$ cat src/rtl/ps2_rx_scanq_pkg.sv
// Shared constants, FSM state type and parity helper for the PS/2 scan-code receiver.
package ps2_rx_scanq_pkg;

   // Prefix bytes folded into flags on the following code
   localparam logic [7:0] PS2_BRK = 8'hF0;
   localparam logic [7:0] PS2_EXT = 8'hE0;

   // Queue entry layout: {ext, brk, code[7:0]}
   localparam int unsigned ENTRY_W = 10;

   typedef enum logic [1:0] {
      S_IDLE   = 2'd0,
      S_DATA   = 2'd1,
      S_PARITY = 2'd2,
      S_STOP   = 2'd3
   } ps2_state_e;

   // Odd parity holds when data plus parity bit carry an odd number of ones
   function automatic logic odd_parity_ok(input logic [7:0] code, input logic par);
      return ^{code, par};
   endfunction

endpackage

$ cat src/rtl/ps2_rx_scanq_sync_fifo.sv
// Synchronous FIFO with wrap-bit pointers. Head entry is read combinationally and
// forced to zero while empty so the outputs are clean after reset.
module ps2_rx_scanq_sync_fifo #(
   parameter int unsigned WIDTH = 10,
   parameter int unsigned DEPTH = 8
) (
   input  logic             clk,
   input  logic             rst,
   input  logic             push,
   input  logic [WIDTH-1:0] din,
   input  logic             pop,
   output logic [WIDTH-1:0] dout,
   output logic             empty,
   output logic             full
);

   localparam int unsigned AW = $clog2(DEPTH);

   logic [AW:0]      wr_ptr;
   logic [AW:0]      rd_ptr;
   logic [WIDTH-1:0] mem [DEPTH];
   logic             do_pop;
   logic             do_push;

   assign empty   = (wr_ptr == rd_ptr);
   assign full    = (wr_ptr[AW] != rd_ptr[AW]) && (wr_ptr[AW-1:0] == rd_ptr[AW-1:0]);
   assign do_pop  = pop & ~empty;
   // A simultaneous pop frees the slot, so a push into a full queue still lands
   assign do_push = push & (~full | do_pop);
   assign dout    = empty ? '0 : mem[rd_ptr[AW-1:0]];

   // Pointer update
   always_ff @(posedge clk) begin
      if (rst) begin
         wr_ptr <= '0;
         rd_ptr <= '0;
      end else begin
         if (do_push) wr_ptr <= wr_ptr + 1'b1;
         if (do_pop)  rd_ptr <= rd_ptr + 1'b1;
      end
   end

   // Storage write; contents need no reset because dout is gated by empty
   always_ff @(posedge clk) begin
      if (do_push) mem[wr_ptr[AW-1:0]] <= din;
   end

endmodule

$ cat src/rtl/ps2_rx_scanq.sv
// PS/2 keyboard receiver: synchronise, deframe, check, fold F0/E0 prefixes, queue codes.
module ps2_rx_scanq
   import ps2_rx_scanq_pkg::*;
#(
   parameter int unsigned FIFO_DEPTH  = 8,
   parameter int unsigned SYNC_STAGES = 2,
   parameter int unsigned TIMEOUT_CYC = 5000
) (
   input  logic       clk,
   input  logic       rst,
   input  logic       ps2_clk,
   input  logic       ps2_data,
   output logic       out_valid,
   input  logic       out_ready,
   output logic [7:0] out_code,
   output logic       out_brk,
   output logic       out_ext,
   output logic       overflow,
   output logic       err_parity,
   output logic       err_frame,
   input  logic       clr_err
);

   localparam int unsigned TW = $clog2(TIMEOUT_CYC + 1);
   localparam logic [TW-1:0] TIMER_MAX = TW'(TIMEOUT_CYC - 1);

   logic [SYNC_STAGES-1:0] clk_sync;
   logic [SYNC_STAGES-1:0] data_sync;
   logic                   clk_prev;
   logic                   fall;
   logic                   data_s;

   ps2_state_e             state;
   logic [2:0]             bit_cnt;
   logic [7:0]             shreg;
   logic                   par_bit;
   logic [TW-1:0]          timer;
   logic                   brk_pend;
   logic                   ext_pend;
   logic                   push_q;
   logic [ENTRY_W-1:0]     push_data;

   logic [ENTRY_W-1:0]     head;
   logic                   empty;
   logic                   full;
   logic                   pop;

   // Synchronisers and edge history; reset to 1 so the idle line shows no edge
   always_ff @(posedge clk) begin
      if (rst) begin
         clk_sync  <= '1;
         data_sync <= '1;
         clk_prev  <= 1'b1;
      end else begin
         clk_sync  <= {clk_sync[SYNC_STAGES-2:0], ps2_clk};
         data_sync <= {data_sync[SYNC_STAGES-2:0], ps2_data};
         clk_prev  <= clk_sync[SYNC_STAGES-1];
      end
   end

   assign fall   = clk_prev & ~clk_sync[SYNC_STAGES-1];
   assign data_s = data_sync[SYNC_STAGES-1];

   // Frame FSM with timeout, prefix folding and the parity/frame sticky flags
   always_ff @(posedge clk) begin
      if (rst) begin
         state      <= S_IDLE;
         bit_cnt    <= '0;
         shreg      <= '0;
         par_bit    <= 1'b0;
         timer      <= '0;
         brk_pend   <= 1'b0;
         ext_pend   <= 1'b0;
         push_q     <= 1'b0;
         push_data  <= '0;
         err_parity <= 1'b0;
         err_frame  <= 1'b0;
      end else begin
         push_q <= 1'b0;
         // Clear first so a set event later in this block wins
         if (clr_err) begin
            err_parity <= 1'b0;
            err_frame  <= 1'b0;
         end
         if (fall) begin
            timer <= '0;
            case (state)
               S_IDLE: begin
                  // A high start bit is treated as a glitch and ignored
                  if (!data_s) begin
                     state   <= S_DATA;
                     bit_cnt <= '0;
                  end
               end
               S_DATA: begin
                  shreg   <= {data_s, shreg[7:1]};
                  bit_cnt <= bit_cnt + 3'd1;
                  if (bit_cnt == 3'd7) state <= S_PARITY;
               end
               S_PARITY: begin
                  par_bit <= data_s;
                  state   <= S_STOP;
               end
               S_STOP: begin
                  state <= S_IDLE;
                  if (!data_s) begin
                     err_frame <= 1'b1;
                  end else if (!odd_parity_ok(shreg, par_bit)) begin
                     err_parity <= 1'b1;
                     brk_pend   <= 1'b0;
                     ext_pend   <= 1'b0;
                  end else if (shreg == PS2_BRK) begin
                     brk_pend <= 1'b1;
                  end else if (shreg == PS2_EXT) begin
                     ext_pend <= 1'b1;
                  end else begin
                     push_q    <= 1'b1;
                     push_data <= {ext_pend, brk_pend, shreg};
                     brk_pend  <= 1'b0;
                     ext_pend  <= 1'b0;
                  end
               end
               default: state <= S_IDLE;
            endcase
         end else if (state != S_IDLE) begin
            if (timer == TIMER_MAX) begin
               state     <= S_IDLE;
               timer     <= '0;
               err_frame <= 1'b1;
               brk_pend  <= 1'b0;
               ext_pend  <= 1'b0;
            end else begin
               timer <= timer + 1'b1;
            end
         end
      end
   end

   assign pop = out_valid & out_ready;

   // Overflow: a push is lost only when full and not relieved by a same-cycle pop
   always_ff @(posedge clk) begin
      if (rst) begin
         overflow <= 1'b0;
      end else begin
         if (clr_err) overflow <= 1'b0;
         if (push_q && full && !pop) overflow <= 1'b1;
      end
   end

   ps2_rx_scanq_sync_fifo #(
      .WIDTH(ENTRY_W),
      .DEPTH(FIFO_DEPTH)
   ) u_fifo (
      .clk  (clk),
      .rst  (rst),
      .push (push_q),
      .din  (push_data),
      .pop  (pop),
      .dout (head),
      .empty(empty),
      .full (full)
   );

   assign out_valid = ~empty;
   assign out_ext   = head[9];
   assign out_brk   = head[8];
   assign out_code  = head[7:0];

endmodule

$ cat config.mk
export PLATFORM = sky130hd
export DESIGN_NAME = ps2_rx_scanq
export DESIGN_NICKNAME = d
export VERILOG_FILES = /design/src/rtl/ps2_rx_scanq_pkg.sv /design/src/rtl/ps2_rx_scanq_sync_fifo.sv /design/src/rtl/ps2_rx_scanq.sv
export SDC_FILE = /design/constraint.sdc
export NUM_CORES = 1
export LEC_CHECK = 0
export BUFFER_PORTS_ARGS = -buffer_cell sky130_fd_sc_hd__buf_4
export CORE_UTILIZATION = 45
export CTS_CLUSTER_DIAMETER = 100
export DETAILED_ROUTE_END_ITERATION = 7
export PLACE_DENSITY = 0.71
export SETUP_SLACK_MARGIN = 0.15
export SYNTH_ARGS = -nofsm -noshare
export SYNTH_HDL_FRONTEND = slang
export SYNTH_SLANG_ARGS = --single-unit
$ cat constraint.sdc
create_clock -name clk -period 2.94 [get_ports clk]
set_clock_uncertainty 0.1 [all_clocks]
set_input_delay 0.294 -clock clk [delete_from_list [all_inputs] [get_ports clk]]
set_output_delay 0.294 -clock clk [all_outputs]
set_load 0.01 [all_outputs]
# Word-level counts from Yosys, hierarchy flattened
# Memories as Yosys holds them, arrays and structs flattened. A register that Yosys moved wholly into a read port is not among the register bits.
# Cells that the tools add are included.
[classes] addsub=4 eq_ne=17 mux=42 n_bitwise=14 n_reduce_logical=20
[op_table] cell="2-to-1 mux 1 bit" count=30
[op_table] cell="equality test 8 bit (second input constant)" count=2
[op_table] cell="adder 13 x 1 -> 13 bit (second input constant)" count=1
[op_table] cell="equality test 13 bit (second input constant)" count=1
[op_table] cell="2-to-1 mux 13 bit" count=1
[op_table] cell="2-to-1 mux 10 bit" count=1
[op_table] cell="2-to-1 mux 2 bit" count=5
[op_table] cell="AND reduction 5 bit" count=2
[op_table] cell="nonzero test 2 bit" count=5
[op_table] cell="2-to-1 mux 3 bit" count=3
[op_table] cell="!= test 3 bit (second input constant)" count=3
[op_table] cell="NOT 1 bit" count=9
[op_table] cell="parity 9 bit" count=1
[op_table] cell="adder 4 x 1 -> 4 bit (second input constant)" count=2
[op_table] cell="case mux 2 bit (4 select lines)" count=1
[op_table] cell="case mux 3 bit (2 select lines)" count=1
[op_table] cell="AND reduction 6 bit" count=1
[op_table] cell="OR reduction 6 bit" count=1
[op_table] cell="AND 1 bit" count=4
[op_table] cell="equality test 2 bit (second input constant)" count=2
[op_table] cell="equality test 4 bit" count=1
[op_table] cell="!= test 2 bit (second input constant)" count=2
[op_table] cell="!= test 4 bit (second input constant)" count=1
[op_table] cell="AND reduction 2 bit" count=2
[op_table] cell="other kinds (13)" count=15
[word_totals] regBits=56 ramBits=80 input_bits=6 out_inout_bits=14 wordCells=115 mem_count=1
[mem_list] name="u_fifo.mem" words=8 word_bits=10 rd=1 rd_ports_with_merged_regs=1 wr=1 line="ps2_rx_scanq_sync_fifo.sv:21" rtl="logic [WIDTH-1:0] mem [DEPTH];"

# Depth between registers and ports, before layout
[depth] ltp_word=8 depth_mapped=8 ltp_nobuf=7

# Cells and area by module
# From an unflattened synthesis, not the netlist that was laid out.
[hier_totals] cells_unflattened=446 area_unflattened_um2=5911.9
[modules_own_cells] module="ps2_rx_scanq_sync_fifo" n_inst=1 cells_each=198 area_per_inst_um2=3681.0 seq_area_each_um2=2622.5
[modules_own_cells] module="ps2_rx_scanq" n_inst=1 cells_each=248 area_per_inst_um2=2230.9 seq_area_each_um2=960.9

# Worst setup path after synthesis
# Ideal clock, no wire load.
[synth_path] kind="reg2reg" start="register u_fifo.wr_ptr[0]" end="memory u_fifo.mem[4][0], enable pin" setup_time_ns=0.408 t_arrival_ns=2.154 required_ns=2.432 path_slack_ns=0.278 stages_incl_launch_ff=6 n_path_buf=1 synth_period_minus_slack_ns=2.662 cell_sequence="dfxtp_1 -> clkbuf_1 -> xnor2_1 -> nand3_1 -> o31ai_2 -> nor4b_1"
[synth_via] elab_chain_cells=8 elab_cells_between_ends=11 cone_classes="eq/ne: 2; mux: 2; bitwise: 6; reduce/logical: 1"
[synth_lines] element="from (decl)" line="ps2_rx_scanq_sync_fifo.sv:19" rtl="logic [AW:0] wr_ptr;"
[synth_lines] element="from (signal assigned)" line="ps2_rx_scanq_sync_fifo.sv:38" rtl="if (do_push) wr_ptr <= wr_ptr + 1'b1;"
[synth_lines] element="equality test 4 bit" line="ps2_rx_scanq_sync_fifo.sv:25" rtl="assign empty = (wr_ptr == rd_ptr);"
[synth_lines] element="NOT 1 bit" line="ps2_rx_scanq_sync_fifo.sv:27, ps2_rx_scanq.sv:165"
[synth_lines] element="AND 1 bit" line="ps2_rx_scanq.sv:139" rtl="assign pop = out_valid & out_ready;"
[synth_lines] element="AND 1 bit" line="ps2_rx_scanq_sync_fifo.sv:27" rtl="assign do_pop = pop & ~empty;"
[synth_lines] element="bitwise OR 1 bit" line="ps2_rx_scanq_sync_fifo.sv:29" rtl="assign do_push = push & (~full | do_pop);"
[synth_lines] element="AND 1 bit" line="ps2_rx_scanq_sync_fifo.sv:29"
[synth_lines] element="2-to-1 mux 1 bit" line="ps2_rx_scanq_sync_fifo.sv:45" rtl="if (do_push) mem[wr_ptr[AW-1:0]] <= din;"
[synth_lines] element="2-to-1 mux 1 bit (not written as such)" line="ps2_rx_scanq_sync_fifo.sv:45"
[synth_lines] element="to (decl)" line="ps2_rx_scanq_sync_fifo.sv:21"
# Parallel ways exist; a longest one is shown, timed or not.

==> impl_metrics.yaml <==
routing:
  drtIter0Drc: 210
  final_antenna_net_count: 0
  drt_pass1_iterations: 6
  wl_mm: 10.2
  vias: 3339
  routedWlPerCell_um: 16.1
  via_per_inst: 5.27
  remaining_drc_errors: 0
clock_tree:
  insertion_delay_ps: 410
  numCtsBuffers: 17
  cts_tree: "yes"
  htreeDepth: 4
  cts_setup_buffers: 0
  cts-root-buf: "clkbuf_16"
  clkTransAtPathRegs_ps: 60
  clock-sinks: 139
  cts.path.max_buffers: 2
  cts_resized: 0
power:
  max-vdd-ir-drop_mv: 0.564
  p_per_area_nw_per_um2: 663
  seq_power_share_pct: 46.7
  pwr-share-comb_pct: 4.2
  leakagePower_nw: 2.36
  clockPowerShare_pct: 49.1
  sw_frac_of_total_pct: 21.6
  intPower_mw: 3.48
  power_mw: 4.44
  switchingPower_mw: 0.960
global_route:
  overflow: 0
  grt_pass1_vias: 3255
  grt_pass1_wl_mm: 16.6
  antenna_found_initial: 0
  grt_max_degree: 47
  grt_usage_pct: 16.9
sta:
  finalHoldViolations: 0
  slew_violations: 0
  setup_violations: 0
  tightest_slew_ps: 930
  tns_ps: 0
  relSlewSlack_pct: 37.8
  fmax_ghz: 0.413
  min_period_ps: 2420
  rsz0062_at_grt: "no"
  fin_crit_sh_pct: 82.4
placed_design:
  dp_hpwl_mm: 6.51
  io_buffers: 19
  gp_congestion: 0.814
die:
  die_w_um: 114
  die_h_um: 114
  die-area_um2: 13100
  coreArea_um2: 12200
  num_rows: 40
  pin_count: 20
  floorplan.initialDensity_pct: 46.7
synthesis:
  async_reset_ff_share_pct: 0
  synth_nets: 435
  yosys.area.top_type_share_pct: 42.3
  ys_seq_area_share_pct: 63.1
  synth_commonest_cells: "edfxtp_1 (80), dfxtp_1 (59), nor2_1 (52), mux2i_1 (23), nand2_1 (21)"
  synth_enable_flop_cells: 80
  ys_warn_count: 0
  synth_top_area_cell: "edfxtp_1"
  syn_area_per_cell_um2: 13.5
  synth_cell_types: 48
  yosysMostFrequentCell: "edfxtp_1"
  synth_ff_type: "edfxtp_1"
  synth_area_leaders: "edfxtp_1 (42%), dfxtp_1 (21%), mux4_2 (7.9%)"
  ys_ff_latch: 139
  syn-instance-count: 420
  synthesis.area_um2: 5680
final_layout:
  final_layout_size_suffix_gt1_share_pct: 20.0
  fin_nets: 467
  synthToLayoutAreaGrowth_pct: 17.8
  antenna_cells: 0
worst_hold_path:
  hold_path_class: "in2reg"
  worstHoldPathCells: 3
worst_setup_path:
  cp-end-kind: "output pin"
  worst-r2r-cell-count: 4
  cp-start-kind: "flop"
  critical_path_class: "reg2out"
  required_ps: 2550
  cp_max_fo: 20
  worstPathArrival_ps: 2030
run:
  drv_cap: 0
outcome:
  outcome: "completed"
## what timing repair did
item,CTS,global route
setup endpoints to repair,0,0
hold endpoints to repair,2,0
hold buffers,2,0
## power by group through the flow
stage | clock [mW] | combinational [mW] | sequential (mW)
after detailed placement | 0 | 0.183 | 2.11
final | 2.18 | 0.184 | 2.07
after CTS | 2.21 | 0.186 | 2.07
after global routing | 2.30 | 0.206 | 2.07
after floorplan | 0 | 0.144 | 2.11
after global placement | 0 | 0.175 | 2.11
## placed cells by master, fill, tap and decap left out, drive strengths merged, types with 2 or more instances in the layout
cell	count
a21oi	15
a22oi	2
and3	2
and4b	2
buf	32
bufinv	3
clkbuf	17
clkinv	5
clkinvlp	2
dfxtp	59
dlygate4sd3	2
edfxtp	80
ha	9
inv	12
mux2i	24
mux4	20
nand2	21
nand2b	3
nand3	20
nand3b	2
nand4	2
nand4b	2
nor2	52
nor2b	3
nor3	7
nor3b	4
nor4	3
nor4b	5
o21a	2
o21ai	7
o311ai	2
or2	5
xnor2	14
xnor3	2
xor2	11
## layout make-up
| cell class | instances | area, µm² |
|---|---|---|
| fillers | 992 | 5470 |
| flip-flops and latches | 139 | 3580 |
| multi-input cells | 253 | 2000 |
| clock buffers | 17 | 425 |
| repair buffers | 34 | 260 |
| well taps | 168 | 210 |
| clock inverters | 15 | 186 |
| inverters | 7 | 26.3 |
## stage by stage
stage,setup WS [ps],util (%),hold slack (ps),std cells,area [µm²]
4_1_cts,452,55.0,131,633,6690
3_3_place_gp,769,49.8,291,599,6060
3_5_place_dp,575,49.8,299,599,6060
2_1_floorplan,278,-,289,420,5680
5_1_grt,367,55.0,165,633,6690
6_report,516,55.0,150,633,6690
## cell families after synthesis
kind of cell,count (synthesis),share of synthesized area (%)
adder cells (fa/ha/maj),9,1.98
buffers and inverters,28,2.05
AND/OR/NAND/NOR,138,12.1
XOR/XNOR,27,4.65
flip-flops,139,63.1
AO/OA/AOI/OAI,35,3.86
multiplexers,44,12.2
## worst paths after layout
| path | to | from | slack (ps) |
|---|---|---|---|
| min | u_fifo.rd_ptr[1] | out_ready | 150 |
| max | out_ext | flop | 520 |
| min reg2reg | data_sync[1] | data_sync[0] | 310 |
| max reg2reg | u_fifo.mem[7][4] | u_fifo.wr_ptr[0] | 590 |
## sequential cells by signal, indices dropped and copies added, names as in the netlist, 3 cells and up, named ones only
signal,count
u_fifo.mem,80
timer,13
push_data,10
shreg,8
u_fifo.rd_ptr,4
u_fifo.wr_ptr,4
bit_cnt,3
## worst max-delay path, cell delays in order, from the launching register on
cell and delay [ps]:
dfxtp_1 310, buf_4 360, mux4_2 570, mux2i_1 180
nor2_1 60, buf_4 140
## routing by layer
layer,part of all wire (%),up-vias,routed length (µm),global-route usage (%)
met3,3.2,14,322,5.19
met4,1.2,0,126,5.89
li1,-,1618,-,-
met1,47,1643,4770,21.3
met5,0,-,0,0
met2,49,64,4960,27.9
No activity file was read; power rests on OpenSTA's default activity.
